==> src/rtl/ins_dec_pipe.sv <==
// Registered instruction decoder between IMEM fetch and RF/ALU issue.
// One-entry output register with valid/ready on both sides, a per-register
// pending-write scoreboard for RAW stalls, and a saturating illegal counter.

package simple_processor_pkg;
   typedef enum logic [3:0] {
      ADD   = 4'h0,
      ADDI  = 4'h1,
      SUB   = 4'h2,
      AND   = 4'h3,
      OR    = 4'h4,
      XOR   = 4'h5,
      NOT   = 4'h6,
      LOAD  = 4'h7,
      STORE = 4'h8,
      SLL   = 4'h9,
      SLR   = 4'hA,
      SLLI  = 4'hB,
      SLRI  = 4'hC
   } func_t;
endpackage

module ins_dec_pipe
   import simple_processor_pkg::*;
#(
   parameter  int INSTR_W  = 16,
   parameter  int RA_W     = 3,
   parameter  int CNT_W    = 8,
   // immediate field sits between rs1 and the opcode; must be >= RA_W so rs2 fits
   localparam int IMM_W    = INSTR_W - 4 - 2*RA_W,
   localparam int NUM_REGS = 2**RA_W
) (
   input  logic               clk_i,
   input  logic               arst_ni,
   input  logic [INSTR_W-1:0] imem_rdata_i,
   input  logic               imem_valid_i,
   output logic               imem_ready_o,
   output logic               dec_valid_o,
   input  logic               dec_ready_i,
   output func_t              func_o,
   output logic               we_o,
   output logic [RA_W-1:0]    rd_addr_o,
   output logic [RA_W-1:0]    rs1_addr_o,
   output logic [RA_W-1:0]    rs2_addr_o,
   output logic [IMM_W-1:0]   imm_o,
   output logic               illegal_o,
   input  logic               wb_valid_i,
   input  logic [RA_W-1:0]    wb_addr_i,
   input  logic               flush_i,
   output logic [CNT_W-1:0]   illegal_cnt_o
);

   // field extraction from the fetched word
   logic [3:0]       w_op;
   logic [RA_W-1:0]  w_rd, w_rs1, w_rs2;
   logic [IMM_W-1:0] w_imm;
   logic             w_legal_op, w_uses_rs2, w_illegal, w_we;

   assign w_op  = imem_rdata_i[3:0];
   assign w_rd  = imem_rdata_i[INSTR_W-1 -: RA_W];
   assign w_rs1 = imem_rdata_i[INSTR_W-1-RA_W -: RA_W];
   assign w_rs2 = imem_rdata_i[IMM_W+3 -: RA_W];
   assign w_imm = imem_rdata_i[IMM_W+3:4];

   // output register state
   logic                r_vld, r_we, r_ill;
   func_t               r_func;
   logic [RA_W-1:0]     r_rd, r_rs1, r_rs2;
   logic [IMM_W-1:0]    r_imm;
   logic [NUM_REGS-1:0] r_pend, w_pend_nxt;
   logic [CNT_W-1:0]    r_cnt;

   logic w_s1_pend, w_s2_pend, w_hazard, w_accept, w_fire;

   // opcode legality and which sources the instruction reads
   always_comb begin
      w_legal_op = 1'b1;
      w_uses_rs2 = 1'b0;
      case (func_t'(w_op))
         ADD, SUB, AND, OR, XOR, SLL, SLR, STORE: w_uses_rs2 = 1'b1;
         ADDI, NOT, LOAD, SLLI, SLRI:             w_uses_rs2 = 1'b0;
         default:                                 w_legal_op = 1'b0;
      endcase
   end

   assign w_illegal = !w_legal_op || (w_rd == '0);
   assign w_we      = !w_illegal && (func_t'(w_op) != STORE);

   // A source is busy if an older instruction still owes it a write: either
   // already issued (scoreboard) or sitting in the output register. A
   // writeback retiring this cycle frees the register immediately.
   always_comb begin
      w_s1_pend = (r_pend[w_rs1] && !(wb_valid_i && wb_addr_i == w_rs1))
                  || (r_vld && r_we && r_rd == w_rs1);
      w_s2_pend = (r_pend[w_rs2] && !(wb_valid_i && wb_addr_i == w_rs2))
                  || (r_vld && r_we && r_rd == w_rs2);
   end

   assign w_hazard     = !w_illegal && (w_s1_pend || (w_uses_rs2 && w_s2_pend));
   assign imem_ready_o = !flush_i && !w_hazard && (!r_vld || dec_ready_i);
   assign w_accept     = imem_valid_i && imem_ready_o;
   // a flushed bundle is dropped, so it earns no scoreboard entry
   assign w_fire       = r_vld && dec_ready_i && !flush_i;

   // scoreboard next state: clear on writeback, set on issue (set wins), r0 never pending
   always_comb begin
      w_pend_nxt = r_pend;
      if (wb_valid_i)     w_pend_nxt[wb_addr_i] = 1'b0;
      if (w_fire && r_we) w_pend_nxt[r_rd]      = 1'b1;
      w_pend_nxt[0] = 1'b0;
   end

   // valid bit: flush kills, accept fills, fire drains
   always_ff @(posedge clk_i or negedge arst_ni) begin
      if (!arst_ni)      r_vld <= 1'b0;
      else if (flush_i)  r_vld <= 1'b0;
      else if (w_accept) r_vld <= 1'b1;
      else if (w_fire)   r_vld <= 1'b0;
   end

   // bundle fields load only on accept, so they hold while stalled downstream
   always_ff @(posedge clk_i or negedge arst_ni) begin
      if (!arst_ni) begin
         r_func <= func_t'(4'h0);
         r_we   <= 1'b0;
         r_ill  <= 1'b0;
         r_rd   <= '0;
         r_rs1  <= '0;
         r_rs2  <= '0;
         r_imm  <= '0;
      end else if (w_accept) begin
         r_func <= func_t'(w_op);
         r_we   <= w_we;
         r_ill  <= w_illegal;
         r_rd   <= w_rd;
         r_rs1  <= w_rs1;
         r_rs2  <= w_rs2;
         r_imm  <= w_imm;
      end
   end

   // pending-write scoreboard register
   always_ff @(posedge clk_i or negedge arst_ni) begin
      if (!arst_ni) r_pend <= '0;
      else          r_pend <= w_pend_nxt;
   end

   // saturating count of accepted illegal instructions
   always_ff @(posedge clk_i or negedge arst_ni) begin
      if (!arst_ni)                                    r_cnt <= '0;
      else if (w_accept && w_illegal && r_cnt != '1)   r_cnt <= r_cnt + 1'b1;
   end

   assign dec_valid_o   = r_vld;
   assign func_o        = r_func;
   assign we_o          = r_we;
   assign illegal_o     = r_ill;
   assign rd_addr_o     = r_rd;
   assign rs1_addr_o    = r_rs1;
   assign rs2_addr_o    = r_rs2;
   assign imm_o         = r_imm;
   assign illegal_cnt_o = r_cnt;

endmodule
==> config.mk <==
export PLATFORM = sky130hd
export DESIGN_NAME = ins_dec_pipe
export DESIGN_NICKNAME = d
export VERILOG_FILES = /design/src/rtl/ins_dec_pipe.sv
export SDC_FILE = /design/constraint.sdc
export NUM_CORES = 1
export LEC_CHECK = 0
export CORE_MARGIN = 1.5
export CORE_UTILIZATION = 30
export CTS_BUF_LIST = sky130_fd_sc_hd__clkbuf_4 sky130_fd_sc_hd__clkbuf_8 sky130_fd_sc_hd__clkbuf_16
export CTS_CLUSTER_SIZE = 28
export DETAILED_ROUTE_END_ITERATION = 6
export GPL_ROUTABILITY_DRIVEN = 1
export HOLD_SLACK_MARGIN = 0.1
export PLACE_DENSITY = 0.64
export SETUP_SLACK_MARGIN = 0.2
export SYNTH_ARGS = -nofsm -noshare
export SYNTH_HDL_FRONTEND = slang
export SYNTH_SLANG_ARGS = --single-unit
export TNS_END_PERCENT = 10
==> constraint.sdc <==
create_clock -name clk_i -period 1.8 [get_ports clk_i]
set_input_delay 0.36 -clock clk_i [delete_from_list [all_inputs] [get_ports clk_i]]
set_output_delay 0.36 -clock clk_i [all_outputs]
set_load 0.005 [all_outputs]
==> results_tabular.tex, run 1 <==
\begin{tabular}{lr}
\hline
Metric & Value \\
\hline
\multicolumn{2}{l}{\textbf{Run status}} \\
\quad Status & complete, but fails checks \\
\quad Failing checks & negative setup slack \\
\multicolumn{2}{l}{\textbf{STA}} \\
\quad Setup violation total in the final timing report & 25 \\
\quad Number of max-slew violations in the final report & 0 \\
\quad Final Cycle Share & 1.202 \\
\quad Relative max-transition margin & 0.7034 \\
\quad Min cycle time layout & 2164 ps \\
\quad Hold violation total from the final report & 0 \\
\quad Setup ws final & -364.4 ps \\
\quad Highest clock rate & 462.0 MHz \\
\quad Actual transition at the worst max-transition pin & around 440 ps \\
\quad RSZ-0062 raised after global routing & yes \\
\quad Worst clock skew & 3.553 ps \\
\multicolumn{2}{l}{\textbf{Run}} \\
\quad Count of max-cap constraint violations & 0 \\
\multicolumn{2}{l}{\textbf{Cells and area}} \\
\quad Cell Count, Final, Fillers Out & 331 \\
\quad Final-stage net count & approximately 280 \\
\quad Number of diodes added for antenna fixing & 0 \\
\quad Ratio of cells with drive above 1 in the final layout & 0.3164 \\
\quad Syn-to-layout area delta & 56.21\% \\
\quad Post-route cell area & 2910 um\^{}2 \\
\multicolumn{2}{l}{\textbf{Floorplan}} \\
\quad Num rows & 28 \\
\quad Full die area & 6692 um\^{}2 \\
\quad Core Box Area & 5956 um\^{}2 \\
\quad Floorplan die width & 81.81 um \\
\quad Initial core utilization & 0.3128 \\
\quad Die Ht & 81.81 um \\
\quad Ports placed on the boundary & 56 \\
\multicolumn{2}{l}{\textbf{Synthesis}} \\
\quad Post-synth net total & 194 \\
\quad Synth top area cells & sky130\_fd\_sc\_hd\_\_dfrtp\_1, sky130\_fd\_sc\_hd\_\_mux2\_4, sky130\_fd\_sc\_hd\_\_xor2\_1, sky130\_fd\_sc\_hd\_\_mux2\_1, sky130\_fd\_sc\_hd\_\_xnor2\_1 \\
\quad Number of instances in the synthesized netlist & 168 \\
\quad Dominant synthesized flop cell & sky130\_fd\_sc\_hd\_\_dfrtp\_1 \\
\quad Library cell with the highest instance count after synthesis & sky130\_fd\_sc\_hd\_\_dfrtp\_1 \\
\quad Proportion of netlist area held by the largest area contributor & 0.4567 \\
\quad Register bit count reported by yosys & 34 \\
\quad Cell taking the most area after synthesis & sky130\_fd\_sc\_hd\_\_dfrtp\_1 \\
\quad Most frequent cells after synthesis & sky130\_fd\_sc\_hd\_\_dfrtp\_1, sky130\_fd\_sc\_hd\_\_nand2\_1, sky130\_fd\_sc\_hd\_\_o21ai\_0, sky130\_fd\_sc\_hd\_\_xor2\_1 \\
\quad Fraction of registers with async set or reset after synthesis & 1.000 \\
\quad Post-synthesis sequential area ratio & 0.4567 \\
\quad YS warnings & 0 \\
\quad Number of synthesized flops with an enable pin & 0 \\
\quad Number of unique standard cell types used by synthesis & 37 \\
\quad Synthesized area & 1863 um\^{}2 \\
\quad Mean area per synthesized cell & 11.09 um\^{}2 \\
\multicolumn{2}{l}{\textbf{Route}} \\
\quad Metal-1 WL & 2.194 mm \\
\quad DRT Wirelength & $\sim$4.7 mm \\
\quad Total number of vias & 1560 \\
\quad Number of design-rule violations left by the first detailed-router iteration & 50 \\
\quad Routed length on met2 & 2.298 mm \\
\quad Wire per inst & 14.20 um \\
\quad Remaining antenna violation count after routing & 0 \\
\quad Vias per cell & 4.713 \\
\quad Highest layer used for signal routing & met4 \\
\quad Met3 wire length & 155 um \\
\quad First-pass DRT Iterations & 4 \\
\quad DRC errors left & 0 \\
\multicolumn{2}{l}{\textbf{Global route}} \\
\quad First-pass GRT wire length & 7.859 mm \\
\quad Total congestion overflow & 0 \\
\quad Maximum number of pins on one net before global-route repair & 35 \\
\quad Number of antenna violations at the first check in global routing & 0 \\
\quad Overall global routing resource usage & 0.1551 \\
\quad Number of global-route vias before repair & 1567 \\
\multicolumn{2}{l}{\textbf{Worst setup path}} \\
\quad Startpoint of the worst register-to-register path & r\_pend[1] \\
\quad Kind of launch point of the worst setup path & flop \\
\quad Worst path required time & between 1000 and 1500 ps \\
\quad Path depth of the worst reg2reg path & 7 \\
\quad R2R setup slack & -330 ps \\
\quad Arrival time of the worst setup path & 1800 ps \\
\quad Reg2reg end & rd\_addr\_o[2] \\
\quad Classification of the worst setup path & flop to output pin \\
\quad Maximum fanout count along the critical path & 3 \\
\quad Worst setup EP type & output pin \\
\multicolumn{2}{l}{\textbf{Placed design}} \\
\quad Quantity of I/O buffers inserted on ports & 55 \\
\quad Worst Setup Slack post-DPL & -1013 ps \\
\quad Placed cell count & between 300 and 400 \\
\quad Placed standard-cell area & between 2000 and 3000 um\^{}2 \\
\quad DPL Wire Length & 3.555 mm \\
\quad GPL Wtd Cong & 0.8530 \\
\multicolumn{2}{l}{\textbf{Clock tree}} \\
\quad Clk sink count & 34 \\
\quad Buffer levels on the longest clock path & 2 \\
\quad Number of H-tree branching levels & 2 \\
\quad Source-to-sink clock delay at the later pin of the worst-skew pair & 280 ps \\
\quad Buffer cell driving the clock tree root & sky130\_fd\_sc\_hd\_\_clkbuf\_8 \\
\quad Clock transition at the register clock pins on the worst setup and hold paths after CTS & 70 ps \\
\quad Clock tree from TritonCTS & yes \\
\quad Total clock buffers created by CTS & 5 \\
\multicolumn{2}{l}{\textbf{Power}} \\
\quad Pwr Total & 2.585 mW \\
\quad Leak & $\sim$1.4 nW \\
\quad Max IR drop VDD & 0.3396 mV \\
\quad Power per Cell Area & 888.3 nW/um\^{}2 \\
\multicolumn{2}{l}{\textbf{Worst hold path}} \\
\quad Kind of path behind the tightest hold check & input pin to asynchronous set/reset pin \\
\hline
\end{tabular}
[registers in the layout, summed over array words and instances (netlist names)]
| name | flops |
|---|---|
| illegal_cnt_o | 8 |
| r_pend | 7 |
| func_o | 4 |
| imm_o | 3 |
| rd_addr_o | 3 |
| rs1_addr_o | 3 |
| rs2_addr_o | 3 |
| dec_valid_o | 1 |
| illegal_o | 1 |
| we_o | 1 |
[routing by layer]
layer,vias up,global-route usage
met4,0,0.04576
met1,756,0.2083
met3,6,0.03111
li1,767,-
met5,-,0
met2,31,0.2516
[placed cells by master (no fill, tap or decap), types with 3 or more instances in the layout]
cell / netlist / routed
sky130_fd_sc_hd__mux2_1: 7 / 4
sky130_fd_sc_hd__xnor2_1: 9 / 9
sky130_fd_sc_hd__buf_6: 1 / 3
sky130_fd_sc_hd__clkdlybuf4s50_1: 0 / 32
sky130_fd_sc_hd__nor2b_1: 3 / 3
sky130_fd_sc_hd__nand4_1: 6 / 6
sky130_fd_sc_hd__mux2_2: 3 / 3
sky130_fd_sc_hd__clkbuf_8: 0 / 6
sky130_fd_sc_hd__dlymetal6s2s_1: 0 / 4
sky130_fd_sc_hd__nand3_1: 5 / 3
sky130_fd_sc_hd__mux2_4: 9 / 12
sky130_fd_sc_hd__inv_1: 4 / 4
sky130_fd_sc_hd__buf_4: 3 / 31
sky130_fd_sc_hd__nand2_1: 15 / 14
sky130_fd_sc_hd__nand2b_1: 8 / 7
sky130_fd_sc_hd__dfrtp_1: 34 / 33
sky130_fd_sc_hd__nor2_1: 5 / 4
sky130_fd_sc_hd__dlygate4sd2_1: 0 / 16
sky130_fd_sc_hd__o21ai_0: 10 / 10
sky130_fd_sc_hd__xor2_1: 10 / 10
[critical path: stages, from the launching register on]
cell                        delay [ps]
sky130_fd_sc_hd__dfrtp_1           410
sky130_fd_sc_hd__mux2_4            280
sky130_fd_sc_hd__a221o_1           320
sky130_fd_sc_hd__o2111ai_2         110
sky130_fd_sc_hd__nand3_2           120
sky130_fd_sc_hd__a21oi_2           150
sky130_fd_sc_hd__buf_2             130
[area by class of cell]
cell class	count	area, um^2
clock buffer	7	90.09
clock inverter	1	5.005
fill	575	3045
inverter	4	15.01
multi-input combinational	120	1030
sequential	34	852.1
tap	75	93.84
timing repair buffer	90	824.5
[how the worst max path moves through the flow]
stage | start | end
after CTS | r_pend[1] | imem_ready_o
after global routing | r_pend[7] | imem_ready_o
after global placement | imem_rdata_i[7] | imem_ready_o
final | r_pend[1] | imem_ready_o
after detailed placement | imem_rdata_i[7] | imem_ready_o
after floorplan | imem_rdata_i[8] | func_o[0]
[power by group]
group	switching [mW]	internal [mW]	leakage (nW)
Sequential	0.145	0.923	0.422
Clock	0.270	0.323	0.0517
Combinational	0.330	0.593	0.919
[per-stage QoR]
step | TNS [ps] | hold slack, ps | utilization
after floorplan | -3111 | 64.41 | -
after global placement | -19300 | 468.1 | 0.4613
after detailed placement | -19360 | 478.8 | 0.4613
after CTS | -5387 | 466.4 | 0.4863
after global routing | -6972 | 474.8 | 0.4887
final | -4672 | 479.3 | 0.4887
[what timing repair did]
| item | in CTS | in global routing |
|---|---|---|
| resized for setup | 40 | 6 |
| gates cloned | 0 | 0 |
| endpoints found under the hold margin | 0 | 0 |
| pin swaps | 8 | 7 |
| buffers inserted | 1 | 0 |
| endpoints found under the setup margin | 37 | 32 |
| hold buffers | 0 | 0 |
[kinds of logic (layout without fill, tap and decap cells)]
group	count (synthesis)	in the layout	synth area share
simple gates	53	53	0.1518
flops	34	34	0.4567
compound gates	26	26	0.09604
mux	21	21	0.1572
xor+xnor	19	19	0.08932
buf+inv	14	102	0.04231
fa+ha+maj	1	1	0.006715
Note: power is estimated with default switching activity, not from simulation.
==> run 2, diff against run 1 <==
--- a/config.mk
+++ b/config.mk
@@ -11,6 +11,7 @@
 export CTS_CLUSTER_SIZE = 28
 export DETAILED_ROUTE_END_ITERATION = 6
 export GPL_ROUTABILITY_DRIVEN = 1
+export GPL_TIMING_DRIVEN = 0
 export HOLD_SLACK_MARGIN = 0.1
 export PLACE_DENSITY = 0.64
 export SETUP_SLACK_MARGIN = 0.2
==> run 2 against run 1 <==
  * The flow still finishes with violations (negative setup slack)
  * Sequential cell count unchanged
  * Clock skew is 1.4 ps higher
  * Power grew 2.1%
  * Register-to-register slack lost 50 ps
  * Count of clock-buffer cells in the layout stayed put
  * Non-clock buffer count shrank 17
  * Sequential power is essentially flat
  * Wire length decreased by 5.0%
  * Clock power is essentially flat
  * First-iteration DRC count grew 52%
  * Fmax fell by 0.77%
  * Sequential share of layout area is 0.54 points higher
  * Critical endpoint is now imm_o[1]
  * Largest power group unchanged
==> results_tabular.tex, run 2 (same netlist as run 1, synthesis figures left out) <==
\begin{tabular}{lr}
\hline
Metric & Value \\
\hline
\multicolumn{2}{l}{\textbf{Power}} \\
\quad Leak & 1.373 nW \\
\quad Power per Cell Area & 922.3 nW/um\^{}2 \\
\quad Max IR drop VDD & 0.4517 mV \\
\multicolumn{2}{l}{\textbf{Route}} \\
\quad First-pass DRT Iterations & 4 \\
\quad Number of design-rule violations left by the first detailed-router iteration & 76 \\
\quad DRT Wirelength & 4.466 mm \\
\quad Vias per cell & 4.914 \\
\quad Remaining antenna violation count after routing & 0 \\
\quad DRC errors left & 0 \\
\quad Total number of vias & 1543 \\
\quad Wire per inst & about 14 um \\
\multicolumn{2}{l}{\textbf{Floorplan}} \\
\quad Initial core utilization & 0.3128 \\
\quad Full die area & 6692 um\^{}2 \\
\quad Core Box Area & 5956 um\^{}2 \\
\quad Floorplan die width & 81.81 um \\
\quad Die Ht & 81.81 um \\
\quad Ports placed on the boundary & 56 \\
\quad Num rows & 28 \\
\multicolumn{2}{l}{\textbf{Worst setup path}} \\
\quad Arrival time of the worst setup path & around 2400 ps \\
\quad Classification of the worst setup path & flop to flop \\
\quad Reg2reg end & imm\_o[1] \\
\quad Cell occurring most often along the worst timing path & sky130\_fd\_sc\_hd\_\_buf\_6 \\
\quad Worst path required time & 1970 ps \\
\quad Worst setup EP type & flop \\
\quad Cell-by-cell listing of the critical path & mux4\_2 -> o2111ai\_2 -> nand3\_2 -> buf\_6 -> buf\_6 -> a21oi\_4 -> buf\_12 -> mux2\_4 \\
\quad Startpoint of the worst register-to-register path & r\_pend[6] \\
\quad Kind of launch point of the worst setup path & flop \\
\quad Path depth of the worst reg2reg path & 8 \\
\quad Worst-path cell with the longest stage delay & sky130\_fd\_sc\_hd\_\_mux4\_2 \\
\quad R2R setup slack & -380 ps \\
\quad Slowest Stage Delay on Critical Path & between 400 and 500 ps \\
\quad Maximum fanout count along the critical path & 6 \\
\multicolumn{2}{l}{\textbf{Cells and area}} \\
\quad Final-stage net count & 264 \\
\quad Most frequent standard cell in the layout excluding fill and tap cells & sky130\_fd\_sc\_hd\_\_dfrtp\_1 \\
\quad Ratio of cells with drive above 1 in the final layout & 0.3389 \\
\quad Post-route cell area & 2861 um\^{}2 \\
\quad Number of diodes added for antenna fixing & 0 \\
\quad Utilization of the core after routing & 0.4805 \\
\quad Syn-to-layout area delta & 53.59\% \\
\quad Flip-flop count of the largest register, all copies and words added & 8 \\
\quad Commonest cells after routing, fill and taps aside & sky130\_fd\_sc\_hd\_\_dfrtp\_1, sky130\_fd\_sc\_hd\_\_clkdlybuf4s50\_1, sky130\_fd\_sc\_hd\_\_buf\_4 \\
\multicolumn{2}{l}{\textbf{Clock tree}} \\
\quad Clock tree from TritonCTS & yes \\
\quad Source-to-sink clock delay at the later pin of the worst-skew pair & around 280 ps \\
\quad Count of hold-fix buffers inserted at cts & 0 \\
\quad Buffer cell driving the clock tree root & sky130\_fd\_sc\_hd\_\_clkbuf\_8 \\
\quad Number of H-tree branching levels & 2 \\
\quad Total clock buffers created by CTS & 5 \\
\quad Clock transition at the register clock pins on the worst setup and hold paths after CTS & roughly 70 ps \\
\quad Buffer levels on the longest clock path & 2 \\
\quad Clk sink count & 34 \\
\multicolumn{2}{l}{\textbf{STA}} \\
\quad Actual transition at the worst max-transition pin & 768.1 ps \\
\quad Final Cycle Share & 1.212 \\
\quad Setup ws final & -381.1 ps \\
\quad Number of max-slew violations in the final report & 0 \\
\quad Highest clock rate & approximately 460 MHz \\
\quad Min cycle time layout & 2181 ps \\
\quad Worst hold-check slack & around 140 ps \\
\quad Setup violation total in the final timing report & 21 \\
\quad Relative max-transition margin & 0.4879 \\
\quad Worst clock skew & 4.961 ps \\
\quad Hold violation total from the final report & 0 \\
\quad RSZ-0062 raised after global routing & yes \\
\multicolumn{2}{l}{\textbf{Global route}} \\
\quad First-pass GRT wire length & 7.383 mm \\
\quad Overall global routing resource usage & 0.1461 \\
\quad Total congestion overflow & 0 \\
\quad Number of global-route vias before repair & around 1.5k \\
\quad Number of antenna violations at the first check in global routing & 0 \\
\quad Maximum number of pins on one net before global-route repair & 35 \\
\multicolumn{2}{l}{\textbf{Placed design}} \\
\quad Worst Setup Slack post-DPL & -1021 ps \\
\quad Placed standard-cell area & between 2000 and 3000 um\^{}2 \\
\quad GPL Wtd Cong & 0.8075 \\
\quad Quantity of I/O buffers inserted on ports & 51 \\
\quad DPL Wire Length & 3.189 mm \\
\multicolumn{2}{l}{\textbf{Run}} \\
\quad Count of max-cap constraint violations & 0 \\
\multicolumn{2}{l}{\textbf{Run status}} \\
\quad Status & complete, but fails checks \\
\quad Failing checks & negative setup slack \\
\multicolumn{2}{l}{\textbf{Worst hold path}} \\
\quad Kind of path behind the tightest hold check & input pin to asynchronous set/reset pin \\
\hline
\end{tabular}
run 2: cell types whose count changed in the layout (fill, tap and decap cells not counted), moves of 2 or more:
cell and delta:
sky130_fd_sc_hd__dlygate4sd2_1 -9, sky130_fd_sc_hd__dlymetal6s2s_1 +4, sky130_fd_sc_hd__mux2_4 +4, sky130_fd_sc_hd__buf_8 +2, sky130_fd_sc_hd__xor2_1 -3, sky130_fd_sc_hd__xor2_2 +3
sky130_fd_sc_hd__buf_4 -14, sky130_fd_sc_hd__buf_6 +3, sky130_fd_sc_hd__mux2_1 -4, sky130_fd_sc_hd__clkdlybuf4s50_1 -4
run 2: how the worst max path moves through the flow:
| stage | start | endpoint | slack, ps | depth (start not counted) |
|---|---|---|---|---|
| global placement | imem_rdata_i[2] | imem_ready_o | -970 | 7 |
| global route | r_pend[7] | imem_ready_o | -440 | 5 |
| detailed placement | imem_rdata_i[2] | imem_ready_o | -1020 | 7 |
| finish | r_pend[6] | imm_o[1] | -380 | 8 |
| floorplan | imem_rdata_i[8] | func_o[0] | -220 | 8 |
| CTS | r_pend[7] | imm_o[1] | -360 | 8 |
run 2: final cells by class:
class / instances / area (um^2)
repair buffers: 63 / 621.8
inverters: 4 / 15.01
clock buffers: 7 / 90.09
well taps: 75 / 93.84
multi-input cells: 120 / 1085
clock inverters: 1 / 5.005
fillers: 564 / 3094
flip-flops and latches: 34 / 853.3
plain buffers: 10 / 97.59
run 2: power breakdown:
part           switching [mW]  total (mW)  internal (mW)
Combinational           0.339       0.977          0.638
Sequential              0.143        1.07          0.925
Clock                   0.271       0.594          0.324
Total                   0.753        2.64           1.89
run 2: stage by stage:
step / power [mW] / setup TNS [ps] / instances
2_1_floorplan: 1.461 / -3111 / 168
3_3_place_gp: 1.922 / -32260 / 294
3_5_place_dp: 1.940 / -18880 / 294
4_1_cts: 2.658 / -4675 / 314
5_1_grt: 2.811 / -6945 / 314
6_report: 2.639 / -4783 / 314
run 2: critical path, delay by kind of cell, from the launching register on:
| kind | cells | cell delay, ps |
|---|---|---|
| AND/OR/NAND/NOR | 1 | 130 |
| AO/OA/AOI/OAI | 2 | 360 |
| multiplexers | 2 | 780 |
| flip-flops | 1 | 390 |
| buffers and inverters | 3 | 400 |
run 2: routing by layer:
| metal | vias up | wire length (um) | track usage |
|---|---|---|---|
| li1 | 730 | - | - |
| met1 | 764 | 1958 | 0.1872 |
| met3 | 6 | 220 | 0.03444 |
| met2 | 43 | 2230 | 0.2475 |
| met5 | - | 0 | 0 |
| met4 | 0 | 56 | 0.03559 |
run 2: timing repair:
| action | 4_1_cts | 5_1_grt |
|---|---|---|
| pin swaps | 14 | 1 |
| setup endpoints to repair | 35 | 36 |
| resized for setup | 47 | 15 |
| cloned | 1 | 0 |
| buffers inserted | 11 | 0 |
